$ cat config.mk
export PLATFORM = sky130hd
export DESIGN_NAME = req_arbiter8
export DESIGN_NICKNAME = d
export VERILOG_FILES = /design/src/rtl/req_arbiter8_pkg.sv /design/src/rtl/req_arbiter8_rr_pick8.sv /design/src/rtl/req_arbiter8.sv
export SDC_FILE = /design/constraint.sdc
export NUM_CORES = 1
export LEC_CHECK = 0
export ABC_AREA = 1
export CORE_MARGIN = 2
export CORE_UTILIZATION = 30
export CTS_BUF_LIST = sky130_fd_sc_hd__clkbuf_8
export DETAILED_ROUTE_END_ITERATION = 8
export DONT_BUFFER_PORTS = 1
export PLACE_DENSITY_LB_ADDON = 0.1
export SLEW_MARGIN = 30
export SYNTH_ARGS = -nofsm -noshare
export SYNTH_HDL_FRONTEND = slang
export SYNTH_SLANG_ARGS = --single-unit
$ cat constraint.sdc
create_clock -name clk -period 2.6 [get_ports clk]
set_clock_uncertainty 0.1 [all_clocks]
set_input_delay 0.39 -clock clk [delete_from_list [all_inputs] [get_ports clk]]
set_output_delay 0.39 -clock clk [all_outputs]
set_load 0.03 [all_outputs]
$ cat src/rtl/req_arbiter8_pkg.sv
// Shared types and constants for the 8-way request arbiter.
package req_arbiter8_pkg;

   typedef enum logic [1:0] {
      IDLE  = 2'd0,
      GRANT = 2'd1,
      GAP   = 2'd2
   } state_t;

   localparam int N_REQ = 8;
   localparam int IDX_W = 3;

   localparam logic [IDX_W-1:0] IDLE_CODE = 3'b111;
   localparam logic [N_REQ-1:0] IDLE_GNT  = 8'hFF;

   function automatic logic [N_REQ-1:0] onehot_n(input logic [IDX_W-1:0] i);
      return ~(N_REQ'(1) << i);
   endfunction

endpackage

$ cat src/rtl/req_arbiter8_rr_pick8.sv
// Winner search: downward from base-1, wrapping, ending at base.
// Fixed mode uses base 0, which yields plain 7..0 priority.
module rr_pick8
   import req_arbiter8_pkg::*;
(
   input  logic [N_REQ-1:0] req,
   input  logic [IDX_W-1:0] ptr,
   input  logic             rr,
   output logic             valid,
   output logic [IDX_W-1:0] idx
);

   always_comb begin
      logic [IDX_W-1:0] base;
      logic [IDX_W-1:0] cand;
      base  = rr ? ptr : '0;
      cand  = '0;
      valid = 1'b0;
      idx   = '0;
      for (int k = 1; k <= N_REQ; k++) begin
         cand = base - IDX_W'(k);
         if (!valid && req[cand]) begin
            valid = 1'b1;
            idx   = cand;
         end
      end
   end

endmodule

$ cat src/rtl/req_arbiter8.sv
// Registered 8-way arbiter: fixed/round-robin pick, hold timeout,
// one-cycle turnaround gap and EI/EO cascade.
module req_arbiter8
   import req_arbiter8_pkg::*;
#(
   parameter int unsigned MAX_HOLD = 16
)(
   input  logic             clk,
   input  logic             rst_n,
   input  logic             EI,
   input  logic [N_REQ-1:0] REQ_N,
   input  logic             RR,
   output logic [N_REQ-1:0] GNT_N,
   output logic [IDX_W-1:0] A,
   output logic             GS,
   output logic             EO,
   output logic             TIMEOUT
);

   localparam int HC_W =
      (MAX_HOLD == 0) ? 1 : $clog2(MAX_HOLD + 1);
   localparam logic [HC_W-1:0] HOLD_MAX = HC_W'(MAX_HOLD);
   localparam bit HOLD_EN = (MAX_HOLD != 0);

   state_t           state_q, state_d;
   logic [IDX_W-1:0] ptr_q, ptr_d;
   logic [HC_W-1:0]  hold_q, hold_d;
   logic             to_d;
   logic             pick_valid;
   logic [IDX_W-1:0] pick_idx;
   logic [N_REQ-1:0] gnt_d;
   logic [IDX_W-1:0] a_d;
   logic             gs_d;
   logic             eo_d;

   rr_pick8 u_pick (
      .req   (~REQ_N),
      .ptr   (ptr_q),
      .rr    (RR),
      .valid (pick_valid),
      .idx   (pick_idx)
   );

   always_ff @(posedge clk) begin
      if (!rst_n) begin
         state_q <= IDLE;
         ptr_q   <= '0;
         hold_q  <= '0;
         GNT_N   <= IDLE_GNT;
         A       <= IDLE_CODE;
         GS      <= 1'b1;
         EO      <= 1'b1;
         TIMEOUT <= 1'b0;
      end else begin
         state_q <= state_d;
         ptr_q   <= ptr_d;
         hold_q  <= hold_d;
         GNT_N   <= gnt_d;
         A       <= a_d;
         GS      <= gs_d;
         EO      <= eo_d;
         TIMEOUT <= to_d;
      end
   end

   // The pointer doubles as the current owner while in GRANT.
   always_comb begin
      state_d = state_q;
      ptr_d   = ptr_q;
      hold_d  = hold_q;
      to_d    = 1'b0;
      unique case (state_q)
         IDLE: begin
            if (!EI && pick_valid) begin
               state_d = GRANT;
               ptr_d   = pick_idx;
               hold_d  = HC_W'(1);
            end
         end
         GRANT: begin
            if (REQ_N[ptr_q]) begin
               state_d = GAP;
            end else if (HOLD_EN && hold_q == HOLD_MAX) begin
               state_d = GAP;
               to_d    = 1'b1;
            end else if (hold_q != '1) begin
               hold_d = hold_q + HC_W'(1);
            end
         end
         GAP:     state_d = IDLE;
         default: state_d = IDLE;
      endcase
   end

   always_comb begin
      gnt_d = IDLE_GNT;
      a_d   = IDLE_CODE;
      gs_d  = 1'b1;
      if (state_d == GRANT) begin
         gnt_d = onehot_n(ptr_d);
         a_d   = ~ptr_d;
         gs_d  = 1'b0;
      end
      eo_d = ~(!EI && state_q == IDLE && REQ_N == IDLE_GNT);
   end

endmodule

# Word-level counts from Yosys, hierarchy flattened
# Cells that the tools add are included.
# totals
ff_bits,24
input_bits,12
out_inout_bits,14
word_cells,112
# op_classes
add_sub_neg,8
n_lt_le_gt_ge,9
n_eq_ne,9
shift,1
mux,48
bitwise,6
reduce_logical,23
# op_table
cell,n
"3-bit by 4-bit less-than comparator with 1-bit output, second input constant",9
3-bit two-way mux,11
1-bit binary-select mux with 3-bit select,9
5-bit two-way mux,4
1-bit two-way mux,19
8-bit inverter,2
"3-bit subtractor, second input constant",4
1-bit logical AND,10
5-bit one-hot mux with 2 select lines,1
"8-bit equality test, second input constant",1
1-bit logical NOT,8
"2-bit inequality test, second input constant",4
"1-bit by 3-bit left shift with 8-bit output, first input constant",1
2-bit two-way mux,3
"3-bit by 2-bit subtractor with 3-bit output, second input constant",2
"5-bit by 1-bit adder with 5-bit output, second input constant",1
"5-bit equality test, second input constant",1
"5-bit inequality test, second input constant",1
5-bit AND reduction,1
"2-bit by 1-bit equality test with 1-bit output, second input constant",2
2-bit one-hot mux with 2 select lines,1
1-bit inverter,3
3-bit inverter,1
3-bit OR reduction,1
4 further kinds,4

# Logic depth before layout (Yosys ltp)
# Gate-level depths: netlist of run 1.
# depth
ltp_word,31
depth_mapped,21
depth_no_buf,19

# By module
# From an unflattened synthesis of run 1, not the netlist that was laid out.
# unflattened
hier_cells,333
hier_area_um2,2125.8
# modules_own_cells
module,instances,cells_each,area_each_um2,seq_area_each_um2
req_arbiter8,1,143,1102.3,480.5
rr_pick8,1,190,1023.5,0.0

# Worst setup path after synthesis of run 1
# No wires, ideal clock.
# synth_timing
kind,input -> register
startpoint,input RR
endpoint,register GNT_N[6]
setup_time_ns,0.120
arrival_ns,2.390
t_required_ns,2.380
slack_ns,-0.009
stages,16
n_path_buf,2
path_cell_list,buf_6 nand2_4 buf_2 ha_1 xor2_2 nand3_2 nand2_2 nand4_4 nor2_8 nand4_2 nand2_4 nor2_1 nand2_2 nand2_2 nor2_2 nand2_1
# synth_via
elab_chain_len,31
word_cells_on_any_way,63
classes_between,7 x add/sub; 1 x eq/ne; 1 x shift; 37 x mux; 1 x bitwise; 16 x reduce/logical
# synth_lines
item,line,text
start: declaration,req_arbiter8.sv:12,"input logic RR,"
3-bit two-way mux *,req_arbiter8_rr_pick8.sv:16,base = rr ? ptr : '0;
3-bit by 1-bit subtractor with 3-bit output,req_arbiter8_rr_pick8.sv:21,cand = base - IDX_W'(k);
1-bit binary-select mux with 3-bit select,req_arbiter8_rr_pick8.sv:22,if (!valid && req[cand]) begin
1-bit two-way mux (implied by the code),req_arbiter8_rr_pick8.sv:22,
1-bit two-way mux,req_arbiter8_rr_pick8.sv:22,
1-bit logical NOT,req_arbiter8_rr_pick8.sv:22,
1-bit logical AND,req_arbiter8_rr_pick8.sv:22,
1-bit two-way mux,req_arbiter8_rr_pick8.sv:22,
[... 15 more ...],--,
1-bit logical NOT,req_arbiter8_rr_pick8.sv:22,
1-bit logical AND,req_arbiter8_rr_pick8.sv:22,
1-bit two-way mux,req_arbiter8_rr_pick8.sv:22,
1-bit logical AND,req_arbiter8.sv:74,if (!EI && pick_valid) begin
2-bit two-way mux / 3-bit two-way mux (equally long branches),req_arbiter8.sv:74,
2-bit one-hot mux with 2 select lines / 3-bit two-way mux (equally long branches),req_arbiter8.sv:72,unique case (state_q)
2-bit by 1-bit equality test with 1-bit output / 1-bit by 3-bit left shift with 8-bit output (equally long branches),"req_arbiter8.sv:99, req_arbiter8_pkg.sv:17",
2-bit AND reduction (no line) / 8-bit inverter (equally long branches),--,
end signal: assignment,req_arbiter8.sv:58,GNT_N <= gnt_d;
end: declaration,req_arbiter8.sv:13,"output logic [N_REQ-1:0] GNT_N,"
# Mark *: on every way between the ends. The rest lies on a longest branch, timed or not. The select of a mux whose other input is x is not followed.
# A chain may end at the register's enable or synchronous reset.

# Worst setup path after layout of run 1
# layout_timing
startpoint,register ptr_q[0]
endpoint,register GNT_N[3]
# layout_via
elab_chain_len,31
word_cells_on_any_way,66
classes_between,7 x add/sub; 1 x eq/ne; 1 x shift; 40 x mux; 1 x bitwise; 16 x reduce/logical
# layout_lines
item,line,text
start: declaration,req_arbiter8.sv:26,"logic [IDX_W-1:0] ptr_q, ptr_d;"
start signal: assignment,req_arbiter8.sv:56,ptr_q <= ptr_d;
3-bit two-way mux,req_arbiter8_rr_pick8.sv:16,
3-bit by 1-bit subtractor with 3-bit output,req_arbiter8_rr_pick8.sv:21,
1-bit binary-select mux with 3-bit select,req_arbiter8_rr_pick8.sv:22,
1-bit two-way mux (implied by the code),req_arbiter8_rr_pick8.sv:22,
1-bit two-way mux,req_arbiter8_rr_pick8.sv:22,
1-bit logical NOT,req_arbiter8_rr_pick8.sv:22,
1-bit logical AND,req_arbiter8_rr_pick8.sv:22,
1-bit two-way mux,req_arbiter8_rr_pick8.sv:22,
[... 15 more ...],--,
1-bit logical NOT,req_arbiter8_rr_pick8.sv:22,
1-bit logical AND,req_arbiter8_rr_pick8.sv:22,
1-bit two-way mux,req_arbiter8_rr_pick8.sv:22,
1-bit logical AND,req_arbiter8.sv:74,
2-bit two-way mux / 3-bit two-way mux (equally long branches),req_arbiter8.sv:74,
2-bit one-hot mux with 2 select lines / 3-bit two-way mux (equally long branches),req_arbiter8.sv:72,
2-bit by 1-bit equality test with 1-bit output / 1-bit by 3-bit left shift with 8-bit output (equally long branches),"req_arbiter8.sv:99, req_arbiter8_pkg.sv:17",
2-bit AND reduction (no line) / 8-bit inverter (equally long branches),--,
# Parallel ways exist; a longest one is shown, timed or not. The select of a mux whose other input is x is not followed.

==> results of run 1 <==
## through the flow
step	instances	setup WS, ps	instance area (um^2)	hold WS, ps
2_1_floorplan	318	6.09	2030	357
3_3_place_gp	405	-88.2	2170	394
3_5_place_dp	405	-27.7	2170	383
4_1_cts	410	4.93	2250	126
5_1_grt	412	-23.5	2390	119
6_report	412	179	2390	132
## cell usage after synthesis, drive strengths merged
library cell  number
o211ai             1
a21oi             14
or2                1
a2bb2oi            1
nand3             55
buf                9
a31oi              3
inv               34
nor3               4
ha                 4
nand3b             1
nand2            117
or4                1
xnor2              1
xor2               2
o21bai             1
o21ai              8
clkinv             1
nand4             11
nor2              25
dfxtp             24
## routing by layer
layer | wire length (um) | vias up
li1 | - | 1076
met1 | 2690 | 956
met2 | 2810 | 52
met3 | 204 | 6
met4 | 46 | 0
met5 | 0 | -
## state kept, by name, indices dropped and copies added (netlist names)
name	cells
GNT_N	8
EO	1
A	3
hold_q	5
GS	1
TIMEOUT	1
state_q	2
ptr_q	3
## critical path: stages, from the launching register on
cell and delay, ps:
sky130_fd_sc_hd__dfxtp_4 370, sky130_fd_sc_hd__nand2_4 140, sky130_fd_sc_hd__ha_4 200, sky130_fd_sc_hd__xor2_4 200, sky130_fd_sc_hd__nand3_2 140, sky130_fd_sc_hd__nand2_4 120
sky130_fd_sc_hd__nand4_4 160, sky130_fd_sc_hd__nor2_8 220, sky130_fd_sc_hd__nand4_4 130, sky130_fd_sc_hd__nand2_4 120, sky130_fd_sc_hd__inv_2 40, sky130_fd_sc_hd__nand3_1 110
sky130_fd_sc_hd__nand2_2 90, sky130_fd_sc_hd__nor2_2 130, sky130_fd_sc_hd__nand2_1 60
## power groups by stage
stage                     registers [mW]  clock network [mW]  logic, mW
after floorplan                    0.464                   0      0.653
after global placement             0.474                   0      0.857
after detailed placement           0.473                   0      0.840
after CTS                          0.466               0.334      0.845
after global routing               0.471               0.349       1.06
final                              0.466               0.324      0.941
## cells by family after synthesis
| logic type | count (synthesis) | share of synthesized area [%] |
|---|---|---|
| fa+ha+maj | 4 | 2.46 |
| xor+xnor | 3 | 1.66 |
| compound gates | 28 | 8.26 |
| simple gates | 215 | 52.6 |
| buf+inv | 44 | 11.4 |
| flops | 24 | 23.7 |
## area by class of cell
type	instances	area [um^2]
Sequential cell	24	485
Tap cell	77	96.3
Fill cell	709	4070
Inverter	35	135
Multi-Input combinational cell	251	1440
Clock buffer	3	41.3
Timing Repair Buffer	21	161
Clock inverter	1	30.0
## what timing repair did
action / in CTS / in global routing
buffers inserted: 0 / 2
gates resized for setup: 2 / 28
endpoints found under the setup margin: 5 / 20
gates cloned: 1 / 0
pin swaps: 0 / 8
## worst max path at each step
stage	slack (ps)	start	cells past startpoint	to
2_1_floorplan	6	RR	16	GNT_N[6]$_SDFF_PN1_
6_report	180	ptr_q[0]$_SDFF_PN0_	14	GNT_N[3]$_SDFF_PN1_
3_5_place_dp	-30	ptr_q[0]$_SDFF_PN0_	15	GNT_N[3]$_SDFF_PN1_
5_1_grt	-20	ptr_q[0]$_SDFF_PN0_	19	GNT_N[4]$_SDFF_PN1_
4_1_cts	5	ptr_q[0]$_SDFF_PN0_	15	GNT_N[3]$_SDFF_PN1_
3_3_place_gp	-90	ptr_q[0]$_SDFF_PN0_	17	GNT_N[1]$_SDFF_PN1_
==> tab_implementation.tex, run 1 <==
\begin{tabular}{lr}
\hline
Metric & Value \\
\hline
\multicolumn{2}{l}{\textbf{Run status}} \\
Status & finished clean \\
\multicolumn{2}{l}{\textbf{CTS}} \\
Clock tree sinks & 24 \\
Hold Buf Count CTS & 0 \\
H-tree depth & 1 \\
Largest buffer count on any clock path & 2 \\
Later-pin clock latency in the skew report & 260 ps \\
Num CTS Buffers & 3 \\
Clock tree root driver cell & sky130\_fd\_sc\_hd\_\_clkbuf\_8 \\
TritonCTS clock tree & yes \\
Clock transition at the registers of the reported paths & 90 ps \\
\multicolumn{2}{l}{\textbf{Finish}} \\
Layout net count & 352 \\
Share of the core filled with cells in the final layout & 36.9\% \\
Number of antenna diodes & 0 \\
Layout overhead on the synthesized area & 17.5\% \\
Ratio of cells with drive above 1 in the final layout & 24.8\% \\
Leading cell type in the layout, fill and taps excluded & sky130\_fd\_sc\_hd\_\_nand2\_1 \\
Highest-count cells in the layout ignoring fill and taps & sky130\_fd\_sc\_hd\_\_nand2\_1 (92), sky130\_fd\_sc\_hd\_\_nand3\_1 (50), sky130\_fd\_sc\_hd\_\_inv\_1 (29), sky130\_fd\_sc\_hd\_\_dfxtp\_1 (22), sky130\_fd\_sc\_hd\_\_buf\_4 (20) \\
\multicolumn{2}{l}{\textbf{Pwr}} \\
Total power draw & 1.73 mW \\
Peak ir drop on the vdd network & 0.295 mV \\
Sequential share of power & 26.9\% \\
Leakage & 1.15 nW \\
Clock power share & 18.7\% \\
Internal cell power & 0.952 mW \\
Comb pwr share & 54.4\% \\
Switching share of power & 45.0\% \\
Power Density & 725 nW/um\^{}2 \\
Switching pwr & 0.779 mW \\
\multicolumn{2}{l}{\textbf{Yosys}} \\
Flip-flop and latch count after synthesis & 24 \\
Biggest area contributors in the synthesized netlist & sky130\_fd\_sc\_hd\_\_dfxtp\_1 (24\%), sky130\_fd\_sc\_hd\_\_nand2\_1 (19\%), sky130\_fd\_sc\_hd\_\_nand3\_1 (13\%) \\
Yosys cell types & 35 \\
Warnings, synthesis & 0 \\
Synthesized instance count & 318 \\
Area share of the leading cell type in the synthesized netlist & 23.7\% \\
Fraction of the yosys area taken by sequential cells & 23.7\% \\
Netlist area before placement & 2030 um\^{}2 \\
Post-Syn Area per Cell & 6.39 um\^{}2 \\
Library cell with the largest summed area after synthesis & sky130\_fd\_sc\_hd\_\_dfxtp\_1 \\
Syn nets & 334 \\
\multicolumn{2}{l}{\textbf{Worst hold path}} \\
Class of the tightest hold or removal check & in -> reg \\
Worst hold endpoint & GS\$\_SDFF\_PN1\_ \\
Launch point of the worst hold path & rst\_n \\
Cell depth of the worst min-delay path & 1 \\
\multicolumn{2}{l}{\textbf{Place}} \\
Buffers added on ports & 0 \\
Gp weighted congestion & 0.836 \\
Hpwl dp & 4590 um \\
\multicolumn{2}{l}{\textbf{GRT}} \\
First-pass GRT wire length & 9200 um \\
GR met2 Demand/Resource & 25.9\% \\
Met1 track utilization from global routing & 21.7\% \\
Initial antenna violation count & 0 \\
Via count of the first global-routing pass & 1848 \\
Aggregate global-route resource usage & 15.5\% \\
GR Layer Usage met3 & 2.00\% \\
Remaining Overflow, GRT & 0 \\
Maximum number of pins on one net before global-route repair & 19 \\
Most congested layer reported by global routing & met2 \\
\multicolumn{2}{l}{\textbf{Floorplanning}} \\
Die Ht & 86.3 um \\
Ports & 26 \\
Number of rows created at floorplan & 29 \\
Core Footprint & 6460 um\^{}2 \\
Horizontal die dimension & 86.3 um \\
Initial cell density of the core & 31.4\% \\
Die ar. & 7440 um\^{}2 \\
\multicolumn{2}{l}{\textbf{STA}} \\
Post-route fraction of the period consumed by the critical path & 93.1\% \\
Measured slew at the worst slew-check pin & 739 ps \\
Setup Total Neg Slack & 0 ps \\
Final count of hold timing violations & 0 \\
Final Setup Violations & 0 \\
Achievable Freq & 0.413 GHz \\
Max transition margin & 50.3\% \\
Final count of pins violating max slew & 0 \\
Final worst path period need & 2420 ps \\
\multicolumn{2}{l}{\textbf{Route}} \\
DRT Pass-1 Iters & 4 \\
Via-per-instance ratio & 5.07 \\
DRC errors left & 0 \\
Detail-routed net length per standard cell & 14.0 um \\
Total wire length & 5760 um \\
Number of nets with antenna violations after detailed routing & 0 \\
Detailed router's first-iteration violation count & 175 \\
Total via count in the routed design & 2090 \\
\multicolumn{2}{l}{\textbf{Setup path}} \\
Worst setup path category & reg -> reg \\
CP Data Arrival Time & 2480 ps \\
CP startpoint kind & register \\
Crit Reg-Reg Startpoint & ptr\_q[0]\$\_SDFF\_PN0\_ \\
Critical Path RT & 2660 ps \\
Largest fanout of any net on the critical path & 10 \\
Worst setup EP type & register \\
Cell depth of the worst flop-to-flop path & 14 \\
Reg2Reg Capture Point & GNT\_N[3]\$\_SDFF\_PN1\_ \\
R2R setup slack & 180 ps \\
\multicolumn{2}{l}{\textbf{Run}} \\
MaxCap Viol Count & 0 \\
\hline
\end{tabular}
(Power assumes the default switching activity.)
==> run 2: changes to the inputs <==
--- a/config.mk
+++ b/config.mk
@@ -7,8 +7,8 @@
 export LEC_CHECK = 0
 export ABC_AREA = 1
 export CORE_MARGIN = 2
-export CORE_UTILIZATION = 30
-export CTS_BUF_LIST = sky130_fd_sc_hd__clkbuf_8
+export CORE_UTILIZATION = 58
+export CTS_BUF_LIST = sky130_fd_sc_hd__clkbuf_16
 export DETAILED_ROUTE_END_ITERATION = 8
 export DONT_BUFFER_PORTS = 1
 export PLACE_DENSITY_LB_ADDON = 0.1
==> run 2 against run 1 <==
Against the previous run: sequential share of layout area rose by 0.80 points; largest cell class unchanged; combinational power fell by 5.5%; register-to-register slack got worse by 130 ps; cell area fell by 3.5%; die area fell by 46%; maximum frequency fell by 5.1%; first-iteration DRC count fell by 6.3%.
==> tab_implementation.tex, run 2 (synthesis results as in run 1) <==
\begin{tabular}{lr}
\hline
Metric & Value \\
\hline
\multicolumn{2}{l}{\textbf{Run status}} \\
Status & finished clean \\
\multicolumn{2}{l}{\textbf{GRT}} \\
Initial antenna violation count & 0 \\
First-pass GRT wire length & 8470 um \\
Remaining Overflow, GRT & 0 \\
Via count of the first global-routing pass & 1939 \\
Maximum number of pins on one net before global-route repair & 19 \\
Aggregate global-route resource usage & 26.0\% \\
\multicolumn{2}{l}{\textbf{CTS}} \\
Later-pin clock latency in the skew report & 260 ps \\
Largest buffer count on any clock path & 2 \\
Hold Buf Count CTS & 0 \\
Clock transition at the registers of the reported paths & 70 ps \\
H-tree depth & 1 \\
TritonCTS clock tree & yes \\
Num CTS Buffers & 3 \\
Clock tree sinks & 24 \\
Clock tree root driver cell & sky130\_fd\_sc\_hd\_\_clkbuf\_16 \\
\multicolumn{2}{l}{\textbf{Finish}} \\
Highest-count cells in the layout ignoring fill and taps & sky130\_fd\_sc\_hd\_\_nand2\_1 (96), sky130\_fd\_sc\_hd\_\_nand3\_1 (52), sky130\_fd\_sc\_hd\_\_inv\_1 (29), sky130\_fd\_sc\_hd\_\_dfxtp\_1 (21), sky130\_fd\_sc\_hd\_\_nor2\_1 (14) \\
Number of standard cells in the final layout excluding fillers & 370 \\
Layout overhead on the synthesized area & 13.4\% \\
Biggest register & GNT\_N \\
Number of antenna diodes & 0 \\
Ratio of cells with drive above 1 in the final layout & 21.3\% \\
Leading cell type in the layout, fill and taps excluded & sky130\_fd\_sc\_hd\_\_nand2\_1 \\
Registers with the most flip-flops & GNT\_N (8), hold\_q (5) \\
Layout net count & 341 \\
Max FFs per register & 8 \\
\multicolumn{2}{l}{\textbf{Setup path}} \\
CP Data Arrival Time & 2610 ps \\
Largest fanout of any net on the critical path & 8 \\
Critical Path RT & 2660 ps \\
Worst setup EP type & register \\
Worst setup path category & reg -> reg \\
CP startpoint kind & register \\
\multicolumn{2}{l}{\textbf{Route}} \\
Max Used Layer & met4 \\
Detailed router's first-iteration violation count & 164 \\
Number of nets with antenna violations after detailed routing & 0 \\
DRC errors left & 0 \\
DRT met1 WL & 2400 um \\
DRT Pass-1 Iters & 5 \\
Detail-routed net length per standard cell & 13.9 um \\
Met2 routed wirelength & 2380 um \\
Via-per-instance ratio & 5.51 \\
Total wire length & 5160 um \\
Total via count in the routed design & 2040 \\
Metal3 WL & 344 um \\
\multicolumn{2}{l}{\textbf{STA}} \\
Final worst slack & 49.0 ps \\
Final count of pins violating max slew & 0 \\
Achievable Freq & 0.392 GHz \\
Final Setup Violations & 0 \\
Final count of hold timing violations & 0 \\
Max transition margin & 47.5\% \\
Final worst path period need & 2550 ps \\
Post-route fraction of the period consumed by the critical path & 98.1\% \\
Measured slew at the worst slew-check pin & 782 ps \\
\multicolumn{2}{l}{\textbf{Pwr}} \\
Power Density & 782 nW/um\^{}2 \\
Peak ir drop on the vdd network & 0.419 mV \\
Leakage & 1.11 nW \\
\multicolumn{2}{l}{\textbf{Place}} \\
Buffers added on ports & 0 \\
\# placed instances & 362 \\
Worst setup slack before clock tree synthesis & 51.8 ps \\
Gp weighted congestion & 0.928 \\
Hpwl dp & 3780 um \\
\multicolumn{2}{l}{\textbf{Floorplanning}} \\
Core Footprint & 3340 um\^{}2 \\
Initial cell density of the core & 60.9\% \\
Ports & 26 \\
Number of rows created at floorplan & 21 \\
Horizontal die dimension & 63.2 um \\
Die ar. & 3990 um\^{}2 \\
Die Ht & 63.2 um \\
\multicolumn{2}{l}{\textbf{Run}} \\
MaxCap Viol Count & 0 \\
\multicolumn{2}{l}{\textbf{Worst hold path}} \\
Class of the tightest hold or removal check & in -> reg \\
\hline
\end{tabular}
## run 2: through the flow
stage	TNS [ps]	area (um^2)	hold slack [ps]	utilization [%]	power (mW)
CTS	0	2150	152	64.4	1.68
detailed placement	0	2040	390	61.3	1.24
floorplan	0	2030	357	-	1.12
global route	-580	2300	149	69.0	1.92
global placement	0	2040	387	61.3	1.24
finish	0	2300	151	69.0	1.80
## run 2: path summary, 6_finish.rpt
check / startpoint / to / slack (ps) / cells past startpoint
worst min-delay path: rst_n / GS$_SDFF_PN1_ / 150 / 1
worst min register to register: hold_q[4]$_SDFFE_PN0P_ / hold_q[4]$_SDFFE_PN0P_ / 400 / 2
worst max-delay path: ptr_q[1]$_SDFF_PN0_ / GNT_N[2]$_SDFF_PN1_ / 50 / 14
worst max register to register: ptr_q[1]$_SDFF_PN0_ / GNT_N[2]$_SDFF_PN1_ / 50 / 14
## run 2: cell type report
class                   instances  area, um^2
fillers                       306        1030
well taps                      46        57.6
inverters                      35         138
clock inverters                 1        30.0
repair buffers                 10        90.1
multi-input cells             251        1430
flip-flops and latches         24         487
clock buffers                   3        75.1
## run 2: power breakdown
part	leakage, nW	internal [mW]	switching [mW]
Clock	0.0511	0.306	0.135
Combinational	0.860	0.299	0.590
Sequential	0.197	0.406	0.0636
Total	1.11	1.01	0.789
## run 2: critical path, stage by stage, from the launching register on
cell                      delay [ps]
sky130_fd_sc_hd__dfxtp_2         370
sky130_fd_sc_hd__nand2_4         100
sky130_fd_sc_hd__ha_4            190
sky130_fd_sc_hd__xnor2_1         270
sky130_fd_sc_hd__nand3_2         180
sky130_fd_sc_hd__nand2_4         150
sky130_fd_sc_hd__nand4_4         170
sky130_fd_sc_hd__nor2_8          220
sky130_fd_sc_hd__nand4_4         140
sky130_fd_sc_hd__nand2_4         140
sky130_fd_sc_hd__nor2_2           60
sky130_fd_sc_hd__nand2_4          90
sky130_fd_sc_hd__nand2_2          80
sky130_fd_sc_hd__nor2_4          130
sky130_fd_sc_hd__nand2_1          60
## run 2: repair_timing
action / 4_1_cts / 5_1_grt
buffers inserted: 0 / 3
resized for setup: 0 / 32
endpoints found under the setup margin: 0 / 19
## run 2: metal layers
layer | GRT usage (%) | vias up
li1 | - | 1049
met1 | 35.4 | 918
met2 | 43.5 | 66
met3 | 4.64 | 7
met4 | 4.89 | 0
met5 | 0 | -
